### config.mk
export PLATFORM = sky130hd
export DESIGN_NAME = result_writeback
export DESIGN_NICKNAME = d
export VERILOG_FILES = /design/src/rtl/result_writeback.sv
export SDC_FILE = /design/constraint.sdc
export NUM_CORES = 1
export LEC_CHECK = 0
export CORE_MARGIN = 2
export CORE_UTILIZATION = 60
export DETAILED_ROUTE_END_ITERATION = 10
export GPL_TIMING_DRIVEN = 0
export PLACE_DENSITY = 0.81
export SKIP_CTS_REPAIR_TIMING = 1
export SYNTH_ARGS = -nofsm -noshare
export SYNTH_HDL_FRONTEND = slang
export SYNTH_SLANG_ARGS = --single-unit
### constraint.sdc
create_clock -name clk -period 6.5 [get_ports clk]
set_input_delay 0.65 -clock clk [delete_from_list [all_inputs] [get_ports clk]]
set_output_delay 0.65 -clock clk [all_outputs]
set_load 0.01 [all_outputs]
### src/rtl/result_writeback.sv
// result_writeback: buffers controller memory writes in a small FIFO and
// issues them one at a time to memory with a req/ack handshake.
// Optional feature macro: SYSTOLIC_WB_PERF_EN adds the drained_count
// performance counter port.
//
// Handshake: mem_req stays high while an entry is pending; mem_addr and
// mem_wdata show the FIFO head and hold stable until the cycle where
// mem_ack=1 is sampled on a rising edge, which retires that entry.
module result_writeback #(
  parameter int WIDTH  = 16,
  parameter int ADDR_W = 12,
  parameter int DEPTH  = 8
) (
  input  logic                       clk,
  input  logic                       rst,
  input  logic                       wr_valid,
  input  logic [ADDR_W-1:0]          wr_addr,
  input  logic signed [WIDTH-1:0]    wr_data,
  output logic                       full,
  output logic                       empty,
  output logic [$clog2(DEPTH):0]     count,
  output logic                       overflow,
  output logic                       mem_req,
  output logic [ADDR_W-1:0]          mem_addr,
  output logic signed [WIDTH-1:0]    mem_wdata,
  input  logic                       mem_ack,
  input  logic                       flush,
  output logic                       flush_done
`ifdef SYSTOLIC_WB_PERF_EN
  ,
  output logic [31:0]                drained_count
`endif
);

  localparam int PW = $clog2(DEPTH);
  localparam int CW = PW + 1;

  typedef enum logic {IDLE = 1'b0, ISSUE = 1'b1} state_t;

  state_t state, state_next;

  logic [ADDR_W-1:0]       addr_mem [DEPTH];
  logic signed [WIDTH-1:0] data_mem [DEPTH];
  logic [PW-1:0]           wr_ptr, rd_ptr;
  logic                    flush_pend;
  logic                    push, pop;

  assign full  = (count == CW'(DEPTH));
  assign empty = (count == '0);
  assign push  = wr_valid && !full;
  assign pop   = (state == ISSUE) && mem_ack;

  // Entry storage; contents are only observable through the head, so no reset.
  always_ff @(posedge clk) begin
    if (push) begin
      addr_mem[wr_ptr] <= wr_addr;
      data_mem[wr_ptr] <= wr_data;
    end
  end

  // Pointers, occupancy, sticky overflow and pending-flush bookkeeping.
  always_ff @(posedge clk or posedge rst) begin
    if (rst) begin
      wr_ptr     <= '0;
      rd_ptr     <= '0;
      count      <= '0;
      overflow   <= 1'b0;
      flush_pend <= 1'b0;
    end else begin
      if (push) wr_ptr <= wr_ptr + PW'(1);
      if (pop)  rd_ptr <= rd_ptr + PW'(1);
      case ({push, pop})
        2'b10:   count <= count + CW'(1);
        2'b01:   count <= count - CW'(1);
        default: count <= count;
      endcase
      if (wr_valid && full) overflow <= 1'b1;
      flush_pend <= flush | (flush_pend & ~flush_done);
    end
  end

  // FSM state register.
  always_ff @(posedge clk or posedge rst) begin
    if (rst) state <= IDLE;
    else     state <= state_next;
  end

  // FSM next state: issue whenever something is queued, idle once drained.
  always_comb begin
    state_next = state;
    case (state)
      IDLE:  if (count != '0 || push) state_next = ISSUE;
      ISSUE: if (pop && count == CW'(1) && !push) state_next = IDLE;
      default: state_next = IDLE;
    endcase
  end

  // FSM outputs: head entry is presented only while a request is active.
  always_comb begin
    mem_req    = (state == ISSUE);
    mem_addr   = '0;
    mem_wdata  = '0;
    if (mem_req) begin
      mem_addr  = addr_mem[rd_ptr];
      mem_wdata = data_mem[rd_ptr];
    end
    flush_done = flush_pend && empty && (state == IDLE);
  end

`ifdef SYSTOLIC_WB_PERF_EN
  // Retired-write counter; wraps naturally at 2^32.
  always_ff @(posedge clk or posedge rst) begin
    if (rst)      drained_count <= '0;
    else if (pop) drained_count <= drained_count + 32'd1;
  end
`endif

endmodule

==> flow_summary.yaml, run 1 <==
final_layout:
  layout-drive-gt1-share_pct: 26.8
  finalNonFillerCells: 824
  finalNetCount: 637
  final_area_sq_um: 11400
  finish.utilization_pct: 74.4
  nFillCells: 905
  antenna_cells: 0
  area.growth.synth_to_final_pct: 20.1
setup_path:
  required_ns: 5.85
  path_max_fanout: 10
  crit_type: "register to primary output"
  start_kind: "register"
  critPathCaptureType: "primary output"
  crit_arrival_ns: 2.67
cts:
  clk_pin_slew_worst_paths_ns: 0.06
  clkLatencyLatePin_ns: 0.51
  cts.sinks: 237
  cts.path.max_buffers: 3
  root_buffer: "clkbuf_16"
  cts_tree: "yes"
  cts_max_level: 1
  cts_buffers: 24
pwr:
  p_leak_nw: 3.92
  vdd_drop_max_v: 0.000328
  p_per_area_nw_per_um2: 456
placement:
  pre_cts_ws_ns: 3.40
  dp.cells: 783
  dp_hpwl_microns: 11800
  gp_congestion: 0.728
  io_buffers: 69
  place_area_sq_um: 10700
min_path:
  hold_class: "register to register"
yosys:
  netlist_area_sq_um: 9480
  yosysSeqAreaShare_pct: 74.4
  avgSynthCellArea_sq_um: 19.6
  syn_inst: 484
  synth.top_cell.area_share_pct: 70.9
  synth-seq-cells: 237
  synth_common_cells: "224 x edfxtp_1, 33 x inv_1, 30 x mux2_2"
  synth.most_common_cell: "edfxtp_1"
  netlist_top_cells_area: "edfxtp_1 71%, mux4_2 6.6%, a221oi_2 4.4%"
  synth_edf_count: 224
  ys_types: 34
  yosysTopAreaCell: "edfxtp_1"
  ys_warn_count: 0
  syn-num-nets: 523
  synth_ff_type: "edfxtp_1"
  async_reset_ff_share_pct: 5.49
timing:
  setup_ws_ns: 3.18
  setup_viol: 0
  maxSlewHeadroom_pct: 35.0
  fin_crit_sh_pct: 51.1
  report.final.slew_viol_count: 0
  hold_viol_final: 0
  tightest_slew_ns: 0.972
  clock.fmax_ghz: 0.301
  finalSetupTns_ns: 0
  rsz0062_at_grt: "false"
  period_minus_slack_ns: 3.32
  skew_ns: 0.0157
global_routing:
  grt_pass1_vias: 5258
  antenna_found_initial: 0
  grt_max_degree: 29
  grt_first_pass_wirelength_microns: 29600
  grtUsageTotal_pct: 23.7
  gr-total-overflow: 0
routing:
  via_per_inst: 5.95
  drc_errors: 0
  avgRoutedWirePerCell_microns: 23.2
  first_iter_violations: 564
  ant_nets: 0
  vias: 4903
  first_pass_iters: 5
  postRouteWirelength_microns: 19100
outcome:
  status: "completed"
die:
  fp.dieW_microns: 130
  ioPinCount: 70
  start_util_pct: 61.9
  die_h_microns: 130
  row_count: 45
  core_sq_um: 15300
  die-area_sq_um: 16800
job:
  max_cap_violations: 0
stage by stage:
step	hold slack [ns]	total power, W
after global routing	0.475	0.00543
after CTS	0.468	0.00523
after detailed placement	0.444	0.00402
after floorplan	0.441	0.00322
after global placement	0.440	0.00390
final	0.465	0.00520
final timing paths:
check                                      start                       end  slack [ns]  cells after the start
max                        rd_ptr[0]$_DFFE_PP0P_              mem_addr[10]        3.18                      6
min                         overflow$_DFFE_PP0P_      overflow$_DFFE_PP0P_        0.46                      1
max reg2reg                 count[0]$_DFFE_PP0P_  data_mem[1][0]$_DFFE_PP_        3.71                      8
min reg2reg                 overflow$_DFFE_PP0P_      overflow$_DFFE_PP0P_        0.46                      1
max in group asynchronous                    rst     rd_ptr[2]$_DFFE_PP0P_        5.58                      2
min in group asynchronous                    rst     wr_ptr[0]$_DFFE_PP0P_        0.54                      2
cell families after synthesis:
family	share of synthesized area, %
AOI/OAI and AO/OA	6.24
xor gates and xnor gates	0.739
adders and majority gates	0.792
buffers and inverters	2.90
DFF	74.4
muxes	13.3
and+or+nand+nor	1.70
cells in the final DEF (no fill, tap or decap), types with 5 or more instances in the layout:
cell type and n:
clkinv_2 5, xnor2_1 6, clkbuf_16 24, ha_1 6, inv_1 33, buf_2 8, mux2_2 30, buf_4 10
mux4_2 28, clkdlybuf4s50_1 69, buf_6 13, dfrtp_1 13, o21ai_0 29, nand2_1 5, a221oi_2 28, mux2i_1 29
edfxtp_1 224, clkbuf_1 11
metal layers:
metal,up-vias,global-route usage [%],wire (microns)
li1,2160,-,-
met1,2516,32.0,7750
met2,195,41.2,9900
met3,32,3.77,1110
met4,0,5.63,326
met5,-,0,0
cell type report:
cell class | count | area [sq um] | share of cell area (%)
plain buffers | 23 | 151 | 1.33
clock buffers | 32 | 631 | 5.54
clock inverters | 9 | 52.6 | 0.461
inverters | 33 | 124 | 1.09
multi-input cells | 191 | 2210 | 19.4
flip-flops and latches | 237 | 7050 | 61.9
well taps | 211 | 264 | 2.32
repair buffers | 88 | 907 | 7.97
power by group:
group          internal [W]  total [W]  leakage [nW]  switching, W
logic              0.000960    0.00196          1.41       0.00100
registers           0.00193    0.00203          2.18      0.000104
clock network      0.000679    0.00120         0.336      0.000524
worst max-delay path, stage by stage, from the launching register on:
cell and delay (ns):
dfrtp_1 0.44, nand2b_1 0.13, buf_2 0.23, clkbuf_2 0.29, o21ai_0 0.18, a221oi_2 0.31
clkdlybuf4s50_1 0.60
state kept, by name, indices dropped and copies added, names as in the netlist:
name,flops
wr_ptr,3
overflow,1
count,4
rd_ptr,3
addr_mem,96
mem_req,1
data_mem,128
flush_pend,1
(Power assumes the default switching activity.)
==> run 2, diff against run 1 <==
--- a/config.mk
+++ b/config.mk
@@ -6,10 +6,10 @@
 export NUM_CORES = 1
 export LEC_CHECK = 0
 export CORE_MARGIN = 2
-export CORE_UTILIZATION = 60
+export CORE_UTILIZATION = 58
 export DETAILED_ROUTE_END_ITERATION = 10
 export GPL_TIMING_DRIVEN = 0
-export PLACE_DENSITY = 0.81
+export PLACE_DENSITY = 0.79
 export SKIP_CTS_REPAIR_TIMING = 1
 export SYNTH_ARGS = -nofsm -noshare
 export SYNTH_HDL_FRONTEND = slang
==> constraint.sdc (replaced) <==
create_clock -name clk -period 3.4 [get_ports clk]
set_input_delay 0.34 -clock clk [delete_from_list [all_inputs] [get_ports clk]]
set_output_delay 0.34 -clock clk [all_outputs]
set_load 0.01 [all_outputs]
==> run 2 against run 1 <==
  * Design area grew 0.85%
  * Non-clock buffer count shrank 3
  * Register-to-register slack lost 3.1 ns
  * Combinational power grew 94%
  * Flip-flop and latch count is the same
  * Die area grew 3.3%
  * Wire length grew 5.2%
  * Largest cell class unchanged
  * Power grew 95%
  * Count of clock-buffer cells in the layout grew 2
  * Sequential power grew 92%
  * Worst setup slack lost 2.8 ns
  * Highest routed layer unchanged
  * Clock power grew 100%
==> flow_summary.yaml, run 2 (synthesis results as in run 1) <==
timing:
  setup_viol: 0
  skew_ns: 0.00684
  finalSetupTns_ns: 0
  fin_crit_sh_pct: 89.0
  period_minus_slack_ns: 3.03
  tightest_slew_ns: 1.00
  setup_ws_ns: 0.373
  hold_slack_ns: 0.212
  rsz0062_at_grt: "false"
  maxSlewHeadroom_pct: 32.9
  clock.fmax_ghz: 0.330
  report.final.slew_viol_count: 0
  hold_viol_final: 0
cts:
  cts.path.max_buffers: 3
  cts_buffers: 23
  cts.sinks: 237
  root_buffer: "clkbuf_16"
  clk_pin_slew_worst_paths_ns: 0.06
  clkLatencyLatePin_ns: 0.51
  cts_tree: "yes"
  cts_max_level: 1
die:
  die-area_sq_um: 17400
  die_h_microns: 132
  fp.dieW_microns: 132
  ioPinCount: 70
  start_util_pct: 59.5
  row_count: 46
  core_sq_um: 15900
routing:
  postRouteWirelength_microns: 20100
  first_pass_iters: 5
  via_per_inst: 5.95
  ant_nets: 0
  drc_errors: 0
  first_iter_violations: 474
  vias: 4920
  avgRoutedWirePerCell_microns: 24.3
pwr:
  p_per_area_nw_per_um2: 881
  comb_power_share_pct: 37.6
  seq_power_share_pct: 38.5
  p_switching_w: 0.00318
  p_int_w: 0.00694
  vdd_drop_max_v: 0.000463
  p_leak_nw: 3.94
  power.share.clock_pct: 23.9
  p_sw_share_pct: 31.4
setup_path:
  critPathCaptureType: "primary output"
  worstPathCellList: "buf_6 > nor2_4 > buf_2 > a221oi_2 > clkdlybuf4s50_1"
  required_ns: 3.06
  cp_top_family: "buffers and inverters"
  crit_type: "register to primary output"
  slowest_stage: "clkdlybuf4s50_1"
  start_kind: "register"
  slowest_delay_ns: 0.51
  critical_path_buf_inv_count: 3
  crit_arrival_ns: 2.69
  path_max_fanout: 10
final_layout:
  finalNetCount: 633
  regMostFlops: "data_mem"
  antenna_cells: 0
  largest_reg_flops: 128
  finish.utilization_pct: 72.0
  mostFrequentLayoutCell: "edfxtp_1"
  area.growth.synth_to_final_pct: 21.1
  finalNonFillerCells: 827
  layout_common_cells: "224 x edfxtp_1, 69 x clkdlybuf4s50_1, 33 x inv_1"
  layout-drive-gt1-share_pct: 26.5
  reg_top3: "data_mem: 128 flops, addr_mem: 96 flops, count: 4 flops"
global_routing:
  grt_pass1_vias: 5325
  grtUsageTotal_pct: 23.3
  gr-total-overflow: 0
  grt_max_degree: 18
  grt_first_pass_wirelength_microns: 30500
  antenna_found_initial: 0
outcome:
  status: "completed"
placement:
  pre_cts_ws_ns: 0.635
  dp.cells: 785
  dp_hpwl_microns: 12500
  io_buffers: 69
  gp_congestion: 0.710
job:
  max_cap_violations: 0
min_path:
  hold_class: "input pin to async pin"
run 2: cell types whose count changed in the layout (fill, tap and decap cells not counted), sizes merged:
cell,change
clkinv,-4
buf,-3
inv,+1
clkbuf,+2
clkinvlp,+1
bufinv,+1
run 2: worst register-to-register path, cell delays in order, from the launching register on:
cell	delay, ns
dfrtp_1	0.51
inv_1	0.08
ha_1	0.24
nand3b_1	0.17
nand3_1	0.33
nor3_4	0.88
buf_16	0.24
run 2: final timing paths:
kind	from	end	slack [ns]	depth (start not counted)
min	rst	overflow$_DFFE_PP0P_	0.21	2
max reg2reg	count[0]$_DFFE_PP0P_	data_mem[2][14]$_DFFE_PP_	0.64	6
min reg2reg	overflow$_DFFE_PP0P_	overflow$_DFFE_PP0P_	0.48	1
min in group clk	flush	flush_pend$_DFF_PP0_	0.40	2
max in group asynchronous	rst	rd_ptr[2]$_DFFE_PP0P_	2.80	2
max	rd_ptr[1]$_DFFE_PP0P_	mem_addr[4]	0.37	5
run 2: power groups by stage:
stage | logic (W) | clock network (W) | registers [W]
floorplan | 0.00224 | 0 | 0.00391
global placement | 0.00355 | 0 | 0.00394
detailed placement | 0.00381 | 0 | 0.00395
CTS | 0.00386 | 0.00244 | 0.00390
global route | 0.00405 | 0.00256 | 0.00393
finish | 0.00381 | 0.00241 | 0.00390
run 2: layer usage:
metal,global-route usage [%],routed length (microns)
met1,30.3,7970
met2,41.7,10600
met3,3.65,1150
met4,5.68,327
met5,0,0
run 2: through the flow:
stage	total power (W)	instance area [sq um]
final	0.0101	11500
after global routing	0.0105	11500
after CTS	0.0102	11500
after detailed placement	0.00776	10800
after global placement	0.00749	10500
after floorplan	0.00615	9500
run 2: area by class of cell:
type                            count  area [sq um]
Timing Repair Buffer               85           951
Sequential cell                   237          7050
Multi-Input combinational cell    191          2220
Clock buffer                       34           647
Tap cell                          216           270
Clock inverter                      8          67.6
Inverter                           33           124
Fill cell                         960          4460
Buffer                             23           151
==> run 3, diff against run 2 <==
--- a/config.mk
+++ b/config.mk
@@ -8,7 +8,6 @@
 export CORE_MARGIN = 2
 export CORE_UTILIZATION = 58
 export DETAILED_ROUTE_END_ITERATION = 10
-export GPL_TIMING_DRIVEN = 0
 export PLACE_DENSITY = 0.79
 export SKIP_CTS_REPAIR_TIMING = 1
 export SYNTH_ARGS = -nofsm -noshare
==> run 3 against run 2 <==
  * Die area stayed put
  * Combinational power is 10% lower
  * Power is 3.4% lower
  * Sequential power is 3% higher
  * Non-clock buffer count is 18 lower
  * Wire length is 11% lower
  * Count of clock-buffer cells in the layout is 3 lower
==> flow_summary.yaml, run 3 (synthesis results as in run 1) <==
min_path:
  hold_class: "input pin to async pin"
die:
  die_h_microns: 132
  ioPinCount: 70
  start_util_pct: 59.5
  die-area_sq_um: 17400
  fp.dieW_microns: 132
  row_count: 46
  core_sq_um: 15900
setup_path:
  crit_arrival_ns: 2.87
  start_kind: "register"
  critPathCaptureType: "primary output"
  path_max_fanout: 28
  crit_type: "register to primary output"
  required_ns: 3.06
global_routing:
  grtUsageTotal_pct: 21.1
  antenna_found_initial: 0
  grt_first_pass_wirelength_microns: 28500
  grt_pass1_vias: 5121
  grt_util_met3_pct: 4.11
  met2_usage_pct: 35.2
  met1_usage_pct: 29.8
  gr-total-overflow: 0
  grt_max_degree: 34
  top_usage_layer: "met2"
timing:
  maxSlewHeadroom_pct: 18.8
  report.final.slew_viol_count: 0
  hold_slack_ns: 0.198
  rsz0062_at_grt: "false"
  hold_viol_final: 0
  setup_viol: 0
  fin_crit_sh_pct: 94.6
  period_minus_slack_ns: 3.21
  skew_ns: 0.00895
  clock.fmax_ghz: 0.311
  tightest_slew_ns: 1.22
pwr:
  p_per_area_nw_per_um2: 869
  p_leak_nw: 3.83
  p_switching_w: 0.00301
  seq_power_share_pct: 41.2
  p_int_w: 0.00676
  vdd_drop_max_v: 0.000523
  p_sw_share_pct: 30.8
  power.share.clock_pct: 23.8
  comb_power_share_pct: 35.0
cts:
  clkLatencyLatePin_ns: 0.50
  cts_max_level: 1
  cts.path.max_buffers: 3
  cts.sinks: 237
  clk_pin_slew_worst_paths_ns: 0.06
  cts_tree: "yes"
  cts_buffers: 23
  root_buffer: "clkbuf_16"
final_layout:
  finalNetCount: 615
  layout_common_cells: "224 x edfxtp_1, 69 x clkdlybuf4s50_1, 33 x inv_1"
  reg_top3: "data_mem: 128 flops, addr_mem: 96 flops, count: 4 flops"
  antenna_cells: 0
  regMostFlops: "data_mem"
  layout-drive-gt1-share_pct: 25.1
  nFillCells: 982
  finalNonFillerCells: 809
  area.growth.synth_to_final_pct: 18.6
  mostFrequentLayoutCell: "edfxtp_1"
  largest_reg_flops: 128
placement:
  gp_congestion: 0.735
  dp_hpwl_microns: 10300
  dp.cells: 767
  io_buffers: 69
routing:
  avgRoutedWirePerCell_microns: 22.2
  postRouteWirelength_microns: 17900
  ant_nets: 0
  vias: 4748
  first_iter_violations: 356
  via_per_inst: 5.87
  first_pass_iters: 4
  drc_errors: 0
outcome:
  status: "completed"
job:
  max_cap_violations: 0
-- run 3: worst paths after layout --
path                                        from                  endpoint  slack, ns  depth (start not counted)
max                        rd_ptr[1]$_DFFE_PP0P_               mem_addr[0]       0.19                          3
min                                          rst     wr_ptr[0]$_DFFE_PP0P_       0.20                          2
max reg2reg                 count[0]$_DFFE_PP0P_  addr_mem[2][2]$_DFFE_PP_       0.92                          6
min reg2reg                 overflow$_DFFE_PP0P_      overflow$_DFFE_PP0P_       0.46                          1
max in group asynchronous                    rst     rd_ptr[2]$_DFFE_PP0P_       2.79                          2
min in group clk                           flush      flush_pend$_DFF_PP0_       0.40                          2
-- run 3: cell type report --
type                    instances  area, sq um  area share [%]
flip-flops and latches        237         7060            62.8
multi-input cells             191         2220            19.8
repair buffers                 90          886            7.88
clock buffers                  31          606            5.38
well taps                     216          270            2.40
inverters                      33          124            1.10
clock inverters                11         77.6           0.690
-- run 3: layer usage --
metal | vias to the layer above | part of all wire, % | wire length [microns]
met5 | - | 0 | 0
met4 | 0 | 1.1 | 206
met3 | 18 | 5.9 | 1060
met2 | 156 | 50 | 8890
met1 | 2451 | 43 | 7790
li1 | 2123 | - | -
-- run 3: per-stage QoR --
step           power, W  TNS, ns  utilization (%)  cell area (sq um)  setup WS, ns
3_3_place_gp    0.00744        0             66.2              10600         0.649
2_1_floorplan   0.00615   -10.78                -               9500        -0.128
5_1_grt          0.0102        0             70.5              11200        0.0678
6_report        0.00977        0             70.5              11200         0.185
3_5_place_dp    0.00751        0             66.2              10600         0.634
4_1_cts         0.00985        0             70.5              11200        0.0955
-- run 3: power by group through the flow --
| stage | clock [W] | combinational [W] | sequential [W] |
|---|---|---|---|
| 2_1_floorplan | 0 | 0.00224 | 0.00391 |
| 5_1_grt | 0.00247 | 0.00367 | 0.00409 |
| 3_3_place_gp | 0 | 0.00338 | 0.00406 |
| 3_5_place_dp | 0 | 0.00343 | 0.00408 |
| 4_1_cts | 0.00236 | 0.00346 | 0.00403 |
| 6_report | 0.00232 | 0.00342 | 0.00403 |
-- run 3: worst max-delay path: stages (launching register included) --
cell,delay [ns]
dfrtp_4,0.62
nor2_4,0.96
a221oi_2,0.23
clkdlybuf4s50_1,0.55
